File: src/rtl/start_token_fifo_ctrl_pkg.sv
// Shared defaults and sizing helper for the start-token FIFO controller and its store.
package start_token_fifo_ctrl_pkg;

    localparam int unsigned DEF_DATA_WIDTH = 1;
    localparam int unsigned DEF_ADDR_WIDTH = 1;
    localparam int unsigned DEF_DEPTH      = 2;

    // Minimum address bits needed to index 'depth' store entries (at least 1).
    function automatic int unsigned addr_bits(input int unsigned depth);
        int unsigned n;
        n = 1;
        for (int i = 1; i < 32; i++) begin
            if ((32'd1 << i) < depth) begin
                n = 32'(i + 1);
            end
        end
        return n;
    endfunction

endpackage

File: src/rtl/start_token_fifo_srl.sv
// Shift-register store: newest word enters at index 0, any entry readable by address.
module start_token_fifo_srl
    import start_token_fifo_ctrl_pkg::*;
#(
    parameter int unsigned DATA_WIDTH = DEF_DATA_WIDTH,
    parameter int unsigned ADDR_WIDTH = DEF_ADDR_WIDTH,
    parameter int unsigned DEPTH      = DEF_DEPTH
) (
    input  logic                  clk,
    input  logic                  we_i,
    input  logic [ADDR_WIDTH-1:0] addr_i,
    input  logic [DATA_WIDTH-1:0] din_i,
    output logic [DATA_WIDTH-1:0] dout_c_o
);

    logic [DATA_WIDTH-1:0] mem_q [DEPTH];

    // Shift every entry one place deeper on a write; storage is intentionally not reset.
    always_ff @(posedge clk) begin
        if (we_i) begin
            mem_q[0] <= din_i;
            for (int i = 1; i < int'(DEPTH); i++) begin
                mem_q[i] <= mem_q[i-1];
            end
        end
    end

    // Combinational read of the addressed entry; out-of-range addresses read zero.
    always_comb begin
        dout_c_o = '0;
        for (int i = 0; i < int'(DEPTH); i++) begin
            if (addr_i == ADDR_WIDTH'(i)) begin
                dout_c_o = mem_q[i];
            end
        end
    end

endmodule

File: src/rtl/start_token_fifo_ctrl.sv
// Start/stream FIFO controller: write admission, store occupancy and a registered
// first-word-fall-through output stage fed from the oldest store entry.
module start_token_fifo_ctrl
    import start_token_fifo_ctrl_pkg::*;
#(
    parameter int unsigned DATA_WIDTH = DEF_DATA_WIDTH,
    parameter int unsigned ADDR_WIDTH = DEF_ADDR_WIDTH,
    parameter int unsigned DEPTH      = DEF_DEPTH
) (
    input  logic                  clk,
    input  logic                  reset,
    input  logic                  if_write_ce,
    input  logic                  if_write,
    input  logic [DATA_WIDTH-1:0] if_din,
    output logic                  if_full_n,
    input  logic                  if_read_ce,
    input  logic                  if_read,
    output logic [DATA_WIDTH-1:0] if_dout,
    output logic                  if_empty_n
);

    localparam int unsigned CNT_W = ADDR_WIDTH + 1;

    logic [CNT_W-1:0]      count_q, count_d;
    logic                  out_vld_q, out_vld_d;
    logic [DATA_WIDTH-1:0] out_data_q, out_data_d;
    logic                  full_n_q, full_n_d;

    logic                  push, pop, load;
    logic [ADDR_WIDTH-1:0] srl_addr;
    logic [DATA_WIDTH-1:0] srl_dout;

    // Handshake qualifiers; full_n_q always equals (count_q != DEPTH).
    assign push     = if_write & if_write_ce & full_n_q;
    assign pop      = if_read & if_read_ce & out_vld_q;
    assign load     = if_read_ce & (count_q != '0) & (~out_vld_q | pop);
    assign srl_addr = (count_q == '0) ? '0 : ADDR_WIDTH'(count_q - CNT_W'(1));

    start_token_fifo_srl #(
        .DATA_WIDTH (DATA_WIDTH),
        .ADDR_WIDTH (ADDR_WIDTH),
        .DEPTH      (DEPTH)
    ) u_srl (
        .clk      (clk),
        .we_i     (push),
        .addr_i   (srl_addr),
        .din_i    (if_din),
        .dout_c_o (srl_dout)
    );

    // Next occupancy, output stage and full flag; load wins over pop for the output stage.
    always_comb begin
        count_d    = count_q + CNT_W'(push) - CNT_W'(load);
        out_vld_d  = out_vld_q;
        out_data_d = out_data_q;
        if (load) begin
            out_vld_d  = 1'b1;
            out_data_d = srl_dout;
        end else if (pop) begin
            out_vld_d  = 1'b0;
        end
        full_n_d   = (count_d != CNT_W'(DEPTH));
    end

    // State registers with synchronous reset discarding all contents.
    always_ff @(posedge clk) begin
        if (reset) begin
            count_q    <= '0;
            out_vld_q  <= 1'b0;
            out_data_q <= '0;
            full_n_q   <= 1'b1;
        end else begin
            count_q    <= count_d;
            out_vld_q  <= out_vld_d;
            out_data_q <= out_data_d;
            full_n_q   <= full_n_d;
        end
    end

    assign if_full_n  = full_n_q;
    assign if_empty_n = out_vld_q;
    assign if_dout    = out_data_q;

    // Occupancy must stay within the store, and the address port must reach every entry.
    count_in_range: assert property (@(posedge clk) disable iff (reset)
        count_q <= CNT_W'(DEPTH));
    addr_fits_depth: assert property (@(posedge clk)
        ADDR_WIDTH >= addr_bits(DEPTH));

endmodule

File: config.mk
export PLATFORM = sky130hd
export DESIGN_NAME = start_token_fifo_ctrl
export DESIGN_NICKNAME = d
export VERILOG_FILES = /design/src/rtl/start_token_fifo_ctrl_pkg.sv /design/src/rtl/start_token_fifo_srl.sv /design/src/rtl/start_token_fifo_ctrl.sv
export SDC_FILE = /design/constraint.sdc
export NUM_CORES = 1
export LEC_CHECK = 0
export BUFFER_PORTS_ARGS = -buffer_cell sky130_fd_sc_hd__buf_2
export CORE_AREA = 2 2 39 41
export DETAILED_ROUTE_END_ITERATION = 8
export DIE_AREA = 0 0 41 43
export GPL_TIMING_DRIVEN = 0
export PLACE_DENSITY = 0.52
export SLEW_MARGIN = 0
export SYNTH_ARGS = -nofsm -noshare
export SYNTH_HDL_FRONTEND = slang
export SYNTH_SLANG_ARGS = --single-unit
export TNS_END_PERCENT = 10
File: constraint.sdc
create_clock -name clk -period 2.2 [get_ports clk]
set_clock_uncertainty 0.05 [all_clocks]
set_input_delay 0.11 -clock clk [delete_from_list [all_inputs] [get_ports clk]]
set_output_delay 0.11 -clock clk [all_outputs]
set_load 0.01 [all_outputs]
# After elaboration in Yosys (flattened, before gate mapping)
# Memories as Yosys holds them, arrays and structs flattened.
# Cells that the tools add are included.
[totals] register_bits=5 ram_bits=2 in_bits=7 out_inout_bits=3 word_cells=26 mem_count=1
[mem_list] memory="u_srl.mem_q" depth=2 word_bits=1 read_ports=2 rd_ports_with_merged_regs=0 wr=2 line="start_token_fifo_srl.sv:16" rtl="logic [DATA_WIDTH-1:0] mem_q [DEPTH];"
[op_classes] n_addsub=3 eq_ne=1 n_mux=6 bitwise=8 reduce_logical=3
[op_table] cell="AND 1 bit" count=6
[op_table] cell="2-to-1 mux 1 bit" count=6
[op_table] cell="nonzero test 2 bit" count=2
[op_table] cell="adder 2 x 1 -> 2 bit" count=1
[op_table] cell="logical NOT 2 bit" count=1
[op_table] cell="!= test 2 bit (second input constant)" count=1
[op_table] cell="subtractor 2 x 1 -> 2 bit" count=1
[op_table] cell="NOT 1 bit" count=1
[op_table] cell="OR 1 bit" count=1
[op_table] cell="subtractor 1 bit (second input constant)" count=1

# Longest topological paths before layout
[logic_depth] ltp_word=6 mapped_depth=8 mapped_depth_nobuf=8

# Cells and area by module
# Synthesis repeated with hierarchy kept, for this count alone.
[hier_totals] hier_cells=28 area_unflattened_um2=302.8
[by_module_without_submodules] module="start_token_fifo_ctrl" instances=1 cells_each=25 area_each_um2=227.7 seq_area_each_um2=100.1
[by_module_without_submodules] module="start_token_fifo_srl" instances=1 cells_each=3 area_each_um2=75.1 seq_area_each_um2=60.1

# Worst setup path after synthesis
# No wires, ideal clock.
[synth_path] kind="reg2reg" start="register count_q[0]" end="register full_n_q, in the netlist if_full_n" setup_time_ns=0.127 t_arrival_ns=1.704 required_time_ns=2.023 path_slack_ns=0.319 path_stages_with_launch=9 path_buffers=0 period_less_slack_ns=1.881 cell_sequence="dfxtp_1 -> o21ai_0 -> nor2_1 -> ha_1 -> inv_1 -> ha_1 -> xor2_1 -> xnor2_1 -> or3_1"
[synth_via] elab_chain_len=5 word_cells_on_any_way=6 classes_between="add/sub: 2; eq/ne: 1; bitwise: 2; reduce/logical: 1"
[synth_lines] item="from (decl)" line="start_token_fifo_ctrl.sv:24" rtl="logic [CNT_W-1:0] count_q, count_d;"
[synth_lines] item="from (signal assigned)" line="start_token_fifo_ctrl.sv:73" rtl="count_q <= count_d;"
[synth_lines] item="nonzero test 2 bit" line="start_token_fifo_ctrl.sv:36" rtl="assign load = if_read_ce & (count_q != '0) & (~out_vld_q | pop);"
[synth_lines] item="AND 1 bit (2 in a row)" line="start_token_fifo_ctrl.sv:36"
[synth_lines] item="named net load" line="start_token_fifo_ctrl.sv:29" rtl="logic push, pop, load;"
[synth_lines] item="subtractor 2 x 1 -> 2 bit" line="start_token_fifo_ctrl.sv:53" rtl="count_d = count_q + CNT_W'(push) - CNT_W'(load);"
[synth_lines] item="!= test 2 bit" line="start_token_fifo_ctrl.sv:62" rtl="full_n_d = (count_d != CNT_W'(DEPTH));"
[synth_lines] item="to (signal assigned)" line="start_token_fifo_ctrl.sv:76" rtl="full_n_q <= full_n_d;"
[synth_lines] item="to (decl)" line="start_token_fifo_ctrl.sv:27" rtl="logic full_n_q, full_n_d;"
# The timed path passes the listed nets, and every way through them passes these cells.
# A chain may end at the register's enable or synchronous reset.

# Final worst setup path
# Ends and elaborated chain as after synthesis.

==> impl_metrics.toml <==
[status]
status = "completed"

[critical_path]
cp.required_ps = 2280
r2r-start = "count_q[0]"
cpMostUsedCell = "ha_1"
crit_fanout = 4
critPathTopFamily = "adder cells"
r2r_slack_ps = 290
crit_path_start = "count_q[0]"
start_kind = "flop"
crit_path_cell_trace = "o21ai_1, nor2_1, ha_1, inv_1, ha_1, xor2_1, xnor2_1, or3_1"
max_stage_delay_ps = 320
cp.arrival_ps = 1990
worstSetupEndpointType = "flop"
worst-path-buf-inv = 1
path_class = "reg -> reg"
slowest_stage = "dfxtp_1"

[sta]
finalMaxSlewViolations = 0
finalCritPeriodShare_pct = 86.7
rsz0062_at_grt = "no"
worstMarginPinSlew_ps = 266
worst_slack_ps = 293
fmax_ghz = 0.524
finalHoldViolCount = 0
period_needed_ps = 1910
finalSetupViolations = 0
fin_setup_tns_ps = 0
slew_headroom_pct = 82.0

[pwr]
max-vdd-ir-drop_mv = 0.309
cellLeakagePower_nw = 0.188
p_per_area_nw_per_um2 = 1100
power.total_uw = 438

[placed_design]
io_buffers = 9
place_congestion = 0.709
dpl.hpwl_um = 394
place_ws_ps = 189
place_inst = 53

[clocking]
tritoncts = "built"
clock_sinks = 7
clk_pin_slew_worst_paths_ps = 50
clk_path_buf_depth = 2
root_buffer = "clkbuf_4"
clock_latency_ps = 250
cts_buffers = 3
post-cts-setup-buffers = 0
htreeDepth = 1

[floorplan]
die_h_um = 43
die_w_um = 41
start_util_pct = 21.4
rows = 14
coreArea_um2 = 1380
ioPinCount = 10
dieArea_um2 = 1760

[logic_synthesis]
synth.net_count = 37
synth.avg_cell_area_um2 = 10.6
synthesis.area_um2 = 297
ys_async_sr_fraction_pct = 0
ys_warn_count = 0
ys.flop_type = "dfxtp_1"
ys_types = 16
synth_seq_area_share_pct = 54.0
synth-edff-count = 2
synthCells = 28
ys_ff_latch = 7

[detailed_routing]
drt-initial-drc-count = 0
num_vias = 238
wirelength_um = 508
avgViaCountPerCell = 4.10
wire_per_inst_um = 8.76
first_pass_iters = 1
drc_errors = 0
postRouteAntennaNets = 0

[cells_and_area]
num-fill-cells = 153
drive_gt1_share_pct = 28.6
syn_to_final_growth_pct = 34.2
final_util_pct = 28.8
fin_cells = 58
final_nets = 52
antenna_cells = 0

[min_path]
hp-start = "reset"
hold_class = "in -> reg"

[global_routing]
gr-total-overflow = 0
grt_max_degree = 7
grt.total_usage_pct = 8.59
grt_pass1_wl_um = 959
grt_pass1_vias = 236
antenna_found_initial = 0

[flow_run]
max-cap-violations = 0
==> final cells by class <==
class                      count  area (um^2)  share of cell area, %
timing repair buffer          10         55.1                   13.8
tap                           16         20.0                   5.03
inverter                       2         7.51                   1.89
sequential                     7          160                   40.3
multi-input combinational     19          129                   32.4
clock buffer                   4         26.3                   6.60
==> cell families (layout without fill, tap and decap cells) <==
logic type / count (synthesis) / count (layout) / synth area share [%]
and+or+nand+nor: 10 / 10 / 17.7
DFF: 7 / 7 / 54.0
AOI/OAI and AO/OA: 4 / 4 / 8.02
adders and majority gates: 2 / 2 / 8.44
xor gates and xnor gates: 2 / 2 / 5.91
buffers and inverters: 2 / 16 / 2.53
muxes: 1 / 1 / 3.38
==> per-stage QoR <==
| stage | cell area [um^2] | hold WS, ps |
|---|---|---|
| final | 398 | 45.9 |
| after global routing | 398 | 64.4 |
| after CTS | 398 | 45.0 |
| after detailed placement | 362 | 239 |
| after global placement | 362 | 237 |
| after floorplan | 297 | 129 |
==> flip-flops by register name, summed over array words and instances (netlist names) <==
register and count:
count_q 2, u_srl.mem_q 2, if_dout 1, if_empty_n 1
if_full_n 1
==> power by group <==
group	switching, mW	total (mW)	internal (mW)	leakage (nW)
clock network	0.0454	0.115	0.0691	0.0150
registers	0.0195	0.187	0.167	0.0597
logic	0.0661	0.136	0.0700	0.113
==> placed cells by master (no fill, tap or decap), types with 2 or more instances in the layout <==
| master | n |
|---|---|
| buf_2 | 9 |
| dfxtp_1 | 5 |
| nor2b_1 | 3 |
| clkbuf_4 | 3 |
| nor2_1 | 2 |
| inv_1 | 2 |
| nand2_1 | 2 |
| ha_1 | 2 |
| edfxtp_1 | 2 |
==> cells in the mapped netlist (all sizes together), types with 2 or more instances <==
| cell type | count | area, um^2 |
|---|---|---|
| dfxtp | 5 | 100 |
| nor2b | 3 | 18.8 |
| o21ai | 2 | 10.0 |
| ha | 2 | 25.0 |
| nor2 | 2 | 7.51 |
| edfxtp | 2 | 60.1 |
| inv | 2 | 7.51 |
| nand2 | 2 | 7.51 |
==> worst paths after layout <==
kind / end / cells past startpoint
worst min-delay path: if_empty_n / 2
worst max-delay path: if_full_n / 8
worst max register to register: if_full_n / 8
worst min register to register: u_srl.mem_q[0][1] / 0
==> metal layers <==
metal / GRT usage (%) / part of all wire (%) / up-vias / wire (um)
li1: - / - / 124 / -
met1: 11.1 / 44 / 101 / 225
met2: 10.3 / 42 / 11 / 214
met3: 6.28 / 11 / 2 / 57
met4: 4.00 / 2.2 / 0 / 11
met5: 0 / 0 / - / 0
==> timing repair <==
item / CTS / global route
hold endpoints to repair: 1 / 0
setup endpoints to repair: 0 / 1
resized for setup: 0 / 1
hold buffers: 1 / 0
No activity file was read; power rests on OpenSTA's default activity.
